## src/rtl/mc_controller_if.sv

```systemverilog
// Purpose: signal bundle between the multicycle controller and its datapath/bench.
// Latency: none, plain wires; the controller drives all outputs combinationally.
// Backpressure: none, the controller advances one state per clock unconditionally.
// Ports: op/funct3/funct7b5 instruction fields; zero/notZero/LessThan/GreaterEqual ALU flags;
//        pcwrite/adrsrc/memwrite/irwrite/regwrite enables; resultsrc/alusrca/alusrcb/immsrc/alucontrol selects; state debug.
interface mc_controller_if;
  logic [6:0] op;
  logic [2:0] funct3;
  logic       funct7b5;
  logic       zero;
  logic       notZero;
  logic       LessThan;
  logic       GreaterEqual;
  logic       pcwrite;
  logic       adrsrc;
  logic       memwrite;
  logic       irwrite;
  logic       regwrite;
  logic [1:0] resultsrc;
  logic [1:0] alusrca;
  logic [1:0] alusrcb;
  logic [1:0] immsrc;
  logic [2:0] alucontrol;
  logic [3:0] state;

  // master: instruction/flag source, control consumer (datapath or bench)
  modport master (
    output op, funct3, funct7b5, zero, notZero, LessThan, GreaterEqual,
    input  pcwrite, adrsrc, memwrite, irwrite, regwrite,
    input  resultsrc, alusrca, alusrcb, immsrc, alucontrol, state
  );

  // slave: the controller itself
  modport slave (
    input  op, funct3, funct7b5, zero, notZero, LessThan, GreaterEqual,
    output pcwrite, adrsrc, memwrite, irwrite, regwrite,
    output resultsrc, alusrca, alusrcb, immsrc, alucontrol, state
  );
endinterface

```

## src/rtl/mc_controller.sv

```systemverilog
// Purpose: multicycle RISC-V control FSM (lw, sw, R-type, I-ALU, branch, jal).
// Latency: outputs are combinational from the current state; lw 5, sw/R/I/jal 4, branch 3, unknown op 2 cycles.
// Backpressure: none, one state step per clock; asynchronous reset forces FETCH immediately.
// Ports: clk, reset (async, active-high); bus = mc_controller_if.slave carrying all fields, flags and controls.
module mc_controller (
  input  logic           clk,
  input  logic           reset,
  mc_controller_if.slave bus
);

  typedef enum logic [3:0] {
    S_FETCH    = 4'd0,
    S_DECODE   = 4'd1,
    S_MEMADR   = 4'd2,
    S_MEMREAD  = 4'd3,
    S_MEMWB    = 4'd4,
    S_MEMWRITE = 4'd5,
    S_EXECUTER = 4'd6,
    S_EXECUTEI = 4'd7,
    S_ALUWB    = 4'd8,
    S_BRANCH   = 4'd9,
    S_JAL      = 4'd10
  } state_t;

  localparam logic [6:0] OP_LW  = 7'b0000011;
  localparam logic [6:0] OP_SW  = 7'b0100011;
  localparam logic [6:0] OP_R   = 7'b0110011;
  localparam logic [6:0] OP_I   = 7'b0010011;
  localparam logic [6:0] OP_BR  = 7'b1100011;
  localparam logic [6:0] OP_JAL = 7'b1101111;

  state_t r_state;

  logic       w_pcupdate;
  logic       w_branch;
  logic       w_taken;
  logic [1:0] w_aluop;

  always_ff @(posedge clk or posedge reset) begin
    if (reset) begin
      r_state <= S_FETCH;
    end else begin
      case (r_state)
        S_FETCH:    r_state <= S_DECODE;
        S_DECODE: begin
          case (bus.op)
            OP_LW, OP_SW: r_state <= S_MEMADR;
            OP_R:         r_state <= S_EXECUTER;
            OP_I:         r_state <= S_EXECUTEI;
            OP_BR:        r_state <= S_BRANCH;
            OP_JAL:       r_state <= S_JAL;
            default:      r_state <= S_FETCH;
          endcase
        end
        S_MEMADR:   r_state <= (bus.op == OP_LW) ? S_MEMREAD : S_MEMWRITE;
        S_MEMREAD:  r_state <= S_MEMWB;
        S_MEMWB:    r_state <= S_FETCH;
        S_MEMWRITE: r_state <= S_FETCH;
        S_EXECUTER: r_state <= S_ALUWB;
        S_EXECUTEI: r_state <= S_ALUWB;
        S_ALUWB:    r_state <= S_FETCH;
        S_BRANCH:   r_state <= S_FETCH;
        S_JAL:      r_state <= S_ALUWB;
        default:    r_state <= S_FETCH;  // encodings 11-15 recover to FETCH
      endcase
    end
  end

  // Per-state control decode; encodings 11-15 fall to the all-zero default.
  always_comb begin
    w_pcupdate    = 1'b0;
    w_branch      = 1'b0;
    w_aluop       = 2'b00;
    bus.adrsrc    = 1'b0;
    bus.memwrite  = 1'b0;
    bus.irwrite   = 1'b0;
    bus.regwrite  = 1'b0;
    bus.resultsrc = 2'b00;
    bus.alusrca   = 2'b00;
    bus.alusrcb   = 2'b00;
    case (r_state)
      S_FETCH: begin
        bus.irwrite   = 1'b1;
        bus.alusrcb   = 2'b10;
        bus.resultsrc = 2'b10;
        w_pcupdate    = 1'b1;
      end
      S_DECODE: begin
        bus.alusrca = 2'b01;
        bus.alusrcb = 2'b01;
      end
      S_MEMADR: begin
        bus.alusrca = 2'b10;
        bus.alusrcb = 2'b01;
      end
      S_MEMREAD:  bus.adrsrc = 1'b1;
      S_MEMWB: begin
        bus.resultsrc = 2'b01;
        bus.regwrite  = 1'b1;
      end
      S_MEMWRITE: begin
        bus.adrsrc   = 1'b1;
        bus.memwrite = 1'b1;
      end
      S_EXECUTER: begin
        bus.alusrca = 2'b10;
        w_aluop     = 2'b10;
      end
      S_EXECUTEI: begin
        bus.alusrca = 2'b10;
        bus.alusrcb = 2'b01;
        w_aluop     = 2'b10;
      end
      S_ALUWB:    bus.regwrite = 1'b1;
      S_BRANCH: begin
        bus.alusrca = 2'b10;
        w_aluop     = 2'b01;
        w_branch    = 1'b1;
      end
      S_JAL: begin
        bus.alusrca = 2'b01;
        bus.alusrcb = 2'b10;
        w_pcupdate  = 1'b1;
      end
      default: ;
    endcase
  end

  // Branch condition; unsupported funct3 values simply do not branch.
  always_comb begin
    case (bus.funct3)
      3'b000:  w_taken = bus.zero;
      3'b001:  w_taken = bus.notZero;
      3'b100:  w_taken = bus.LessThan;
      3'b101:  w_taken = bus.GreaterEqual;
      default: w_taken = 1'b0;
    endcase
  end

  always_comb begin
    bus.alucontrol = 3'b000;
    case (w_aluop)
      2'b01: bus.alucontrol = 3'b001;
      2'b10: begin
        case (bus.funct3)
          // sub only for R-type (op[5]=1) with bit 30 set; addi ignores bit 30
          3'b000:  bus.alucontrol = (bus.op[5] & bus.funct7b5) ? 3'b001 : 3'b000;
          3'b111:  bus.alucontrol = 3'b010;
          3'b110:  bus.alucontrol = 3'b011;
          3'b001:  bus.alucontrol = 3'b100;
          3'b010:  bus.alucontrol = 3'b101;
          3'b101:  bus.alucontrol = 3'b110;
          3'b100:  bus.alucontrol = 3'b111;
          default: bus.alucontrol = 3'b000;
        endcase
      end
      default: bus.alucontrol = 3'b000;
    endcase
  end

  always_comb begin
    case (bus.op)
      OP_SW:   bus.immsrc = 2'b01;
      OP_BR:   bus.immsrc = 2'b10;
      OP_JAL:  bus.immsrc = 2'b11;
      default: bus.immsrc = 2'b00;
    endcase
  end

  assign bus.pcwrite = w_pcupdate | (w_branch & w_taken);
  assign bus.state   = r_state;

endmodule

```

## src/flat_wrapper.sv

```systemverilog
// flat-port wrapper written by rule: the top's interface ports become plain ports
module mc_controller_flat 
  (clk, reset, bus_op, bus_funct3, bus_funct7b5, bus_zero, bus_notZero, bus_LessThan, bus_GreaterEqual, bus_pcwrite, bus_adrsrc, bus_memwrite, bus_irwrite, bus_regwrite, bus_resultsrc, bus_alusrca, bus_alusrcb, bus_immsrc, bus_alucontrol, bus_state);
  mc_controller_if bus_i ();
  input  logic clk;
  input  logic reset;
  input wire logic [$bits(bus_i.op)-1:0] bus_op;
  input wire logic [$bits(bus_i.funct3)-1:0] bus_funct3;
  input wire logic [$bits(bus_i.funct7b5)-1:0] bus_funct7b5;
  input wire logic [$bits(bus_i.zero)-1:0] bus_zero;
  input wire logic [$bits(bus_i.notZero)-1:0] bus_notZero;
  input wire logic [$bits(bus_i.LessThan)-1:0] bus_LessThan;
  input wire logic [$bits(bus_i.GreaterEqual)-1:0] bus_GreaterEqual;
  output wire logic [$bits(bus_i.pcwrite)-1:0] bus_pcwrite;
  output wire logic [$bits(bus_i.adrsrc)-1:0] bus_adrsrc;
  output wire logic [$bits(bus_i.memwrite)-1:0] bus_memwrite;
  output wire logic [$bits(bus_i.irwrite)-1:0] bus_irwrite;
  output wire logic [$bits(bus_i.regwrite)-1:0] bus_regwrite;
  output wire logic [$bits(bus_i.resultsrc)-1:0] bus_resultsrc;
  output wire logic [$bits(bus_i.alusrca)-1:0] bus_alusrca;
  output wire logic [$bits(bus_i.alusrcb)-1:0] bus_alusrcb;
  output wire logic [$bits(bus_i.immsrc)-1:0] bus_immsrc;
  output wire logic [$bits(bus_i.alucontrol)-1:0] bus_alucontrol;
  output wire logic [$bits(bus_i.state)-1:0] bus_state;
  assign bus_i.op = bus_op;
  assign bus_i.funct3 = bus_funct3;
  assign bus_i.funct7b5 = bus_funct7b5;
  assign bus_i.zero = bus_zero;
  assign bus_i.notZero = bus_notZero;
  assign bus_i.LessThan = bus_LessThan;
  assign bus_i.GreaterEqual = bus_GreaterEqual;
  assign bus_pcwrite = bus_i.pcwrite;
  assign bus_adrsrc = bus_i.adrsrc;
  assign bus_memwrite = bus_i.memwrite;
  assign bus_irwrite = bus_i.irwrite;
  assign bus_regwrite = bus_i.regwrite;
  assign bus_resultsrc = bus_i.resultsrc;
  assign bus_alusrca = bus_i.alusrca;
  assign bus_alusrcb = bus_i.alusrcb;
  assign bus_immsrc = bus_i.immsrc;
  assign bus_alucontrol = bus_i.alucontrol;
  assign bus_state = bus_i.state;
  mc_controller u_core (.clk(clk), .reset(reset), .bus(bus_i));
endmodule
```

## config.mk

```make
export PLATFORM = sky130hd
export DESIGN_NAME = mc_controller_flat
export DESIGN_NICKNAME = d
export VERILOG_FILES = /design/src/rtl/mc_controller_if.sv /design/src/rtl/mc_controller.sv /design/src/flat_wrapper.sv
export SDC_FILE = /design/constraint.sdc
export NUM_CORES = 1
export LEC_CHECK = 0
export ABC_CLOCK_PERIOD_IN_PS = 1600
export CAP_MARGIN = 20
export CORE_MARGIN = 2
export CORE_UTILIZATION = 32
export DETAILED_ROUTE_END_ITERATION = 16
export MAX_ROUTING_LAYER = met4
export PLACE_DENSITY = 0.74
export SLEW_MARGIN = 25
export SYNTH_ARGS = -nofsm -noshare
export SYNTH_HDL_FRONTEND = slang
export SYNTH_SLANG_ARGS = --single-unit
```

## constraint.sdc

```tcl
create_clock -name clk -period 1.6 [get_ports clk]
set_input_delay 0.4 -clock clk [delete_from_list [all_inputs] [get_ports clk]]
set_output_delay 0.4 -clock clk [all_outputs]
set_load 0.02 [all_outputs]
```

Yosys cells after proc, flatten, opt, wreduce, memory -nomap -nowiden. Index checks and enable logic that the tools add are counted.

Equal/unequal tests: 24. Mux-type cells: 18. Bitwise logic cells: 3. Reduce and logical (&&, ||, !) cells: 11.

Operators by type and width (count): $pmux 4 s5 (2); $pmux 3 s7 (1); $eq 4x3->1 const B (4); $pmux 2 s2 (4); $eq 7x6->1 const B (2); $eq 7x7->1 const B (2); $eq 3x3->1 const B (4); $eq 4x4->1 const B (3); $reduce_or 2->1 (6); $eq 4x2->1 const B (2); $eq 7x2->1 const B (1); $eq 7x5->1 const B (1); $mux 1 (7); $pmux 2 s3 (1); $pmux 3 s2 (1); $reduce_or 3->1 (2); $eq 4x1->1 const B (1); $logic_not 4->1 (1); $pmux 1 s4 (1); $reduce_or 4->1 (1); $eq 3x1->1 const B (1); $eq 3x2->1 const B (1); $logic_not 3->1 (1); $mux 3 (1); other kinds (4) (5).

Register bits after elaboration: 4. Bits of input ports: 17. Output and inout bits: 20. Logic and storage cells: 57.

Longest topological paths before layout.
Depth in word-level cells: 5. Gate-level depth with buffers: 7. Gate-level depth less buffers: 6.

Least setup slack after synthesis. No wires, ideal clock.

Path kind: register -> output. Start: register u_core.r_state[3] (netlist: u_core.bus.state[3]). End: output port bus_alucontrol[2]. Data arrival time: 1952 ps. Data required time: 1200 ps. Path slack: -752 ps. Cell stages (with the launch flop): 6. Path buffers: 1. Cell sequence: dfrtp_1 -> buf_2 -> nand2b_1 -> nor2_1 -> ha_1 -> nor4bb_1.

Word-level cells in the longest chain between the ends: 5. Elaborated cells between the ends (all ways): 8. Classes of those cells: eq/ne: 5; mux: 2; reduce/logical: 1.

RTL lines: from (decl) (RTL line mc_controller.sv:32) `state_t r_state;`; from (signal assigned) (RTL line mc_controller.sv:55) `S_MEMADR: r_state <= (bus.op == OP_LW) ? S_MEMREAD : S_MEMWRITE;`; $eq 4x3->1 (RTL line mc_controller.sv:81) `case (r_state)`; $reduce_or 2->1 (no line); $pmux 2 s2 * (RTL line mc_controller.sv:81); $eq 2x2->1 or $eq 2x1->1 (tied branches) (RTL line mc_controller.sv:142) `case (w_aluop)`; $pmux 3 s2 * (RTL line mc_controller.sv:142); to (decl) (RTL line flat_wrapper.sv:23) `output wire logic [$bits(bus_i.alucontrol)-1:0] bus_alucontrol;`.

Mark *: on every way between the ends. The rest lies on a longest branch, timed or not.

Worst setup path in the final report. Same ends and word-level chain as after synthesis.

==> impl_metrics.yaml <==
sta:
  final_hold_viol_count: 0
  final.setup_skew_ps: 3.39
  tightest_slew_ps: 354
  whs_ps: 356
  max_freq_mhz: 502
  drv_slew: 0
  tns_ps: -3550
  report.final.setup_viol: 15
  worst_relative_slew_slack_pct: 76.2
  final_min_period_over_clock_period_pct: 124
  final.min_clock_period_ps: 1990
  grt_setup_unrepaired: "yes"
  post-route-worst-setup-slack_ps: -391
final_layout:
  nNetsFinal: 175
  final_design_area_no_fill_sq_mm: 0.00152
  largest_register_ffs: 4
  antenna_cells: 0
  syn_to_final_growth_pct: 154
  layout.filler_cells: 94
  final_layout_size_suffix_gt1_share_pct: 70.8
place:
  placement.cell_area_sq_mm: 0.00123
  place.port_buffers: 36
  place.gp.congestion: 0.831
  dp_hpwl_microns: 1610
worst_setup_path:
  critical_path.startpoint_type: "flop"
  arrival_ps: 1590
  path_max_fanout: 3
  crit_type: "flop to output port"
  worstPathRequired_ps: 1200
  cp-end-kind: "output port"
floorplanning:
  initial_core_util_pct: 34.2
  io_pins: 37
  rows: 15
  die_area_sq_mm: 0.00223
  die_h_microns: 47.2
  die_w_microns: 47.2
  core_area_sq_mm: 0.00175
global_routing:
  first_global_vias: 900
  overflow: 0
  grt_pass1_wl_microns: 3710
  track_usage_pct: 24.3
  grt_start_max_net_pins: 12
  grt_antenna_before_repair: 0
cts:
  tritoncts_num_sinks: 4
  clock_tree.htree_level_count: 1
  clockBufferDepth: 2
  inserted_clock_buffers: 3
  clk-insertion-delay-late_ps: 230
  cts.root.buffer_cell: "sky130_fd_sc_hd__clkbuf_4"
  cts_tree: "done"
  clk_pin_slew_worst_paths_ps: 40
pwr:
  power.share.clock_pct: 9.9
  internal-power_w: 0.000705
  power.share.combinational_pct: 77.9
  switching_share_pct: 41.8
  peakVddDrop_v: 0.000833
  switchingPower_w: 0.000507
  seq_power_share_pct: 12.2
  powerDensity_mw_per_mm2: 799
  total_leakage_power_nw: 0.713
routing:
  vias_per_cell: 5.42
  wire_per_inst_microns: 16.5
  postRouteAntennaNets: 0
  detailroute.via_count: 971
  drc_errors: 0
  drt_iter0_markers: 15
  dr.pass1.iters: 4
  finalWirelength_microns: 2960
synthesis:
  number_of_storage_elements_in_the_synthesis_netlist: 4
  syn_area_per_cell_sq_um: 8.07
  synthCells: 74
  synth_cell_types: 40
  yosys-top-cells-area: "sky130_fd_sc_hd__dfrtp_1 (17%), sky130_fd_sc_hd__inv_1 (4.4%), sky130_fd_sc_hd__xnor2_1 (4.4%), sky130_fd_sc_hd__ha_1 (4.2%), sky130_fd_sc_hd__nor3_1 (4.2%)"
  syn_nets: 93
  mappedNetlistArea_sq_um: 597
  ys_warns: 0
  synth_sequential_area_ratio_pct: 16.8
  synth_largest_type_area_fraction_pct: 16.8
  yosys.area.top_type: "sky130_fd_sc_hd__dfrtp_1"
worst_hold_path:
  worstHoldPathType: "input pin to asynchronous set/reset pin"
flow_run:
  drv_cap: 0
run_status:
  violations: "setup timing"
  status: "complete, but fails checks"
cells by family (layout without fill, tap and decap cells):
logic type | after synthesis | after routing | share of synthesized area [%]
XOR/XNOR | 3 | 3 | 4.40
flip-flops | 4 | 4 | 16.8
multiplexers | 1 | 1 | 3.77
AND/OR/NAND/NOR | 34 | 34 | 38.6
buffers and inverters | 12 | 92 | 9.02
adder cells (fa/ha/maj) | 2 | 2 | 4.19
AO/OA/AOI/OAI | 18 | 18 | 23.3
per-stage QoR:
| stage | instances | total power, W | setup WS [ps] | util, % |
|---|---|---|---|---|
| after floorplan | 74 | 0.000542 | -303 | - |
| after global placement | 155 | 0.000886 | -930 | 70.4 |
| after detailed placement | 155 | 0.000899 | -953 | 70.4 |
| after CTS | 170 | 0.00114 | -394 | 80.7 |
| after global routing | 179 | 0.00128 | -468 | 86.9 |
| final | 179 | 0.00121 | -391 | 86.9 |
worst paths after layout:
| check | start | end | slack [ps] | depth (start not counted) |
|---|---|---|---|---|
| worst max-delay path | u_core.bus.state[3] | bus_alucontrol[2] | -390 | 5 |
| worst min-delay path | reset | u_core.bus.state[0] | 360 | 2 |
| worst max register to register | u_core.bus.state[1] | u_core.bus.state[0] | -60 | 7 |
| worst min register to register | u_core.bus.state[2] | u_core.bus.state[0] | 670 | 2 |
| max in group asynchronous | reset | u_core.bus.state[1] | 1070 | 2 |
| min in group clk | bus_op[4] | u_core.bus.state[2] | 590 | 3 |
power by group through the flow:
stage	combinational [W]	clock [W]	sequential [W]
after detailed placement	0.000766	0	0.000133
after CTS	0.000865	0.000129	0.000145
after global routing	0.00100	0.000133	0.000149
after floorplan	0.000386	0	0.000156
after global placement	0.000753	0	0.000133
final	0.000944	0.000120	0.000147
synthesized netlist by cell type:
cell type and count:
sky130_fd_sc_hd__inv_1 7, sky130_fd_sc_hd__a311oi_2 1, sky130_fd_sc_hd__a41oi_1 1, sky130_fd_sc_hd__and3_2 1, sky130_fd_sc_hd__nor3_1 5, sky130_fd_sc_hd__a31oi_1 1, sky130_fd_sc_hd__o21ai_0 5, sky130_fd_sc_hd__o2111ai_1 1
sky130_fd_sc_hd__and3_4 1, sky130_fd_sc_hd__nand4_1 3, sky130_fd_sc_hd__buf_4 1, sky130_fd_sc_hd__nor2_1 6, sky130_fd_sc_hd__a21oi_1 1, sky130_fd_sc_hd__nand2_1 1, sky130_fd_sc_hd__and2_1 1, sky130_fd_sc_hd__a211o_1 1
sky130_fd_sc_hd__nor4_1 1, sky130_fd_sc_hd__nor4_2 1, sky130_fd_sc_hd__dfrtp_1 4, sky130_fd_sc_hd__mux4_2 1, sky130_fd_sc_hd__a41o_1 1, sky130_fd_sc_hd__o21a_1 1, sky130_fd_sc_hd__nand3_1 1, sky130_fd_sc_hd__nor3_4 1
sky130_fd_sc_hd__buf_2 4, sky130_fd_sc_hd__nor3b_1 1, sky130_fd_sc_hd__nand4bb_1 1, sky130_fd_sc_hd__a21o_1 1, sky130_fd_sc_hd__nor4bb_1 1, sky130_fd_sc_hd__ha_1 2, sky130_fd_sc_hd__a32o_2 1, sky130_fd_sc_hd__a211oi_1 1
sky130_fd_sc_hd__nor2b_1 3, sky130_fd_sc_hd__xnor2_1 3, sky130_fd_sc_hd__or3_1 1, sky130_fd_sc_hd__and4b_1 1, sky130_fd_sc_hd__nand2b_1 3, sky130_fd_sc_hd__o211a_1 1, sky130_fd_sc_hd__and4bb_2 1, sky130_fd_sc_hd__a22oi_1 1
routing by layer:
layer	GRT usage, %	part of all wire [%]
met5	-	0
met4	8.89	1.9
met1	23.1	35
met3	6.15	6.0
met2	46.3	57
what timing repair did:
item | CTS | global route
gates cloned | 0 | 0
endpoints found under the setup margin | 21 | 18
resized for setup | 144 | 22
hold buffers | 0 | 0
pin swaps | 16 | 11
setup buffers | 12 | 10
worst max-delay path, cell delays in order, from the launching register on:
cell and delay [ps]:
sky130_fd_sc_hd__dfrtp_2 430, sky130_fd_sc_hd__nand2b_4 170, sky130_fd_sc_hd__nor2_4 110, sky130_fd_sc_hd__ha_4 220
sky130_fd_sc_hd__nor4bb_4 250, sky130_fd_sc_hd__buf_4 180
layout make-up:
| class | instances | area, sq um | area share [%] |
|---|---|---|---|
| Inverter | 7 | 26.3 | 1.73 |
| Timing Repair Buffer | 82 | 728 | 48.0 |
| Clock buffer | 3 | 22.5 | 1.49 |
| Tap cell | 25 | 31.3 | 2.06 |
| Sequential cell | 4 | 105 | 6.93 |
| Multi-Input combinational cell | 58 | 603 | 39.8 |
placed cells by master (no fill, tap or decap), types with 2 or more instances in the layout:
cell type	count
sky130_fd_sc_hd__nor2b_4	2
sky130_fd_sc_hd__inv_1	6
sky130_fd_sc_hd__dlygate4sd2_1	7
sky130_fd_sc_hd__nand2b_4	2
sky130_fd_sc_hd__nor3_4	2
sky130_fd_sc_hd__buf_8	2
sky130_fd_sc_hd__clkdlybuf4s50_1	3
sky130_fd_sc_hd__nor4_4	2
sky130_fd_sc_hd__clkbuf_4	3
sky130_fd_sc_hd__nand4_1	3
sky130_fd_sc_hd__dfrtp_2	4
sky130_fd_sc_hd__nor3_2	2
sky130_fd_sc_hd__buf_6	23
sky130_fd_sc_hd__xnor2_1	3
sky130_fd_sc_hd__nor2_1	4
sky130_fd_sc_hd__buf_4	38
sky130_fd_sc_hd__buf_2	4
sky130_fd_sc_hd__nor3_1	2
sky130_fd_sc_hd__clkdlybuf4s15_2	2
sky130_fd_sc_hd__clkbuf_2	2
sky130_fd_sc_hd__o21ai_0	4
(Power assumes the default switching activity.)
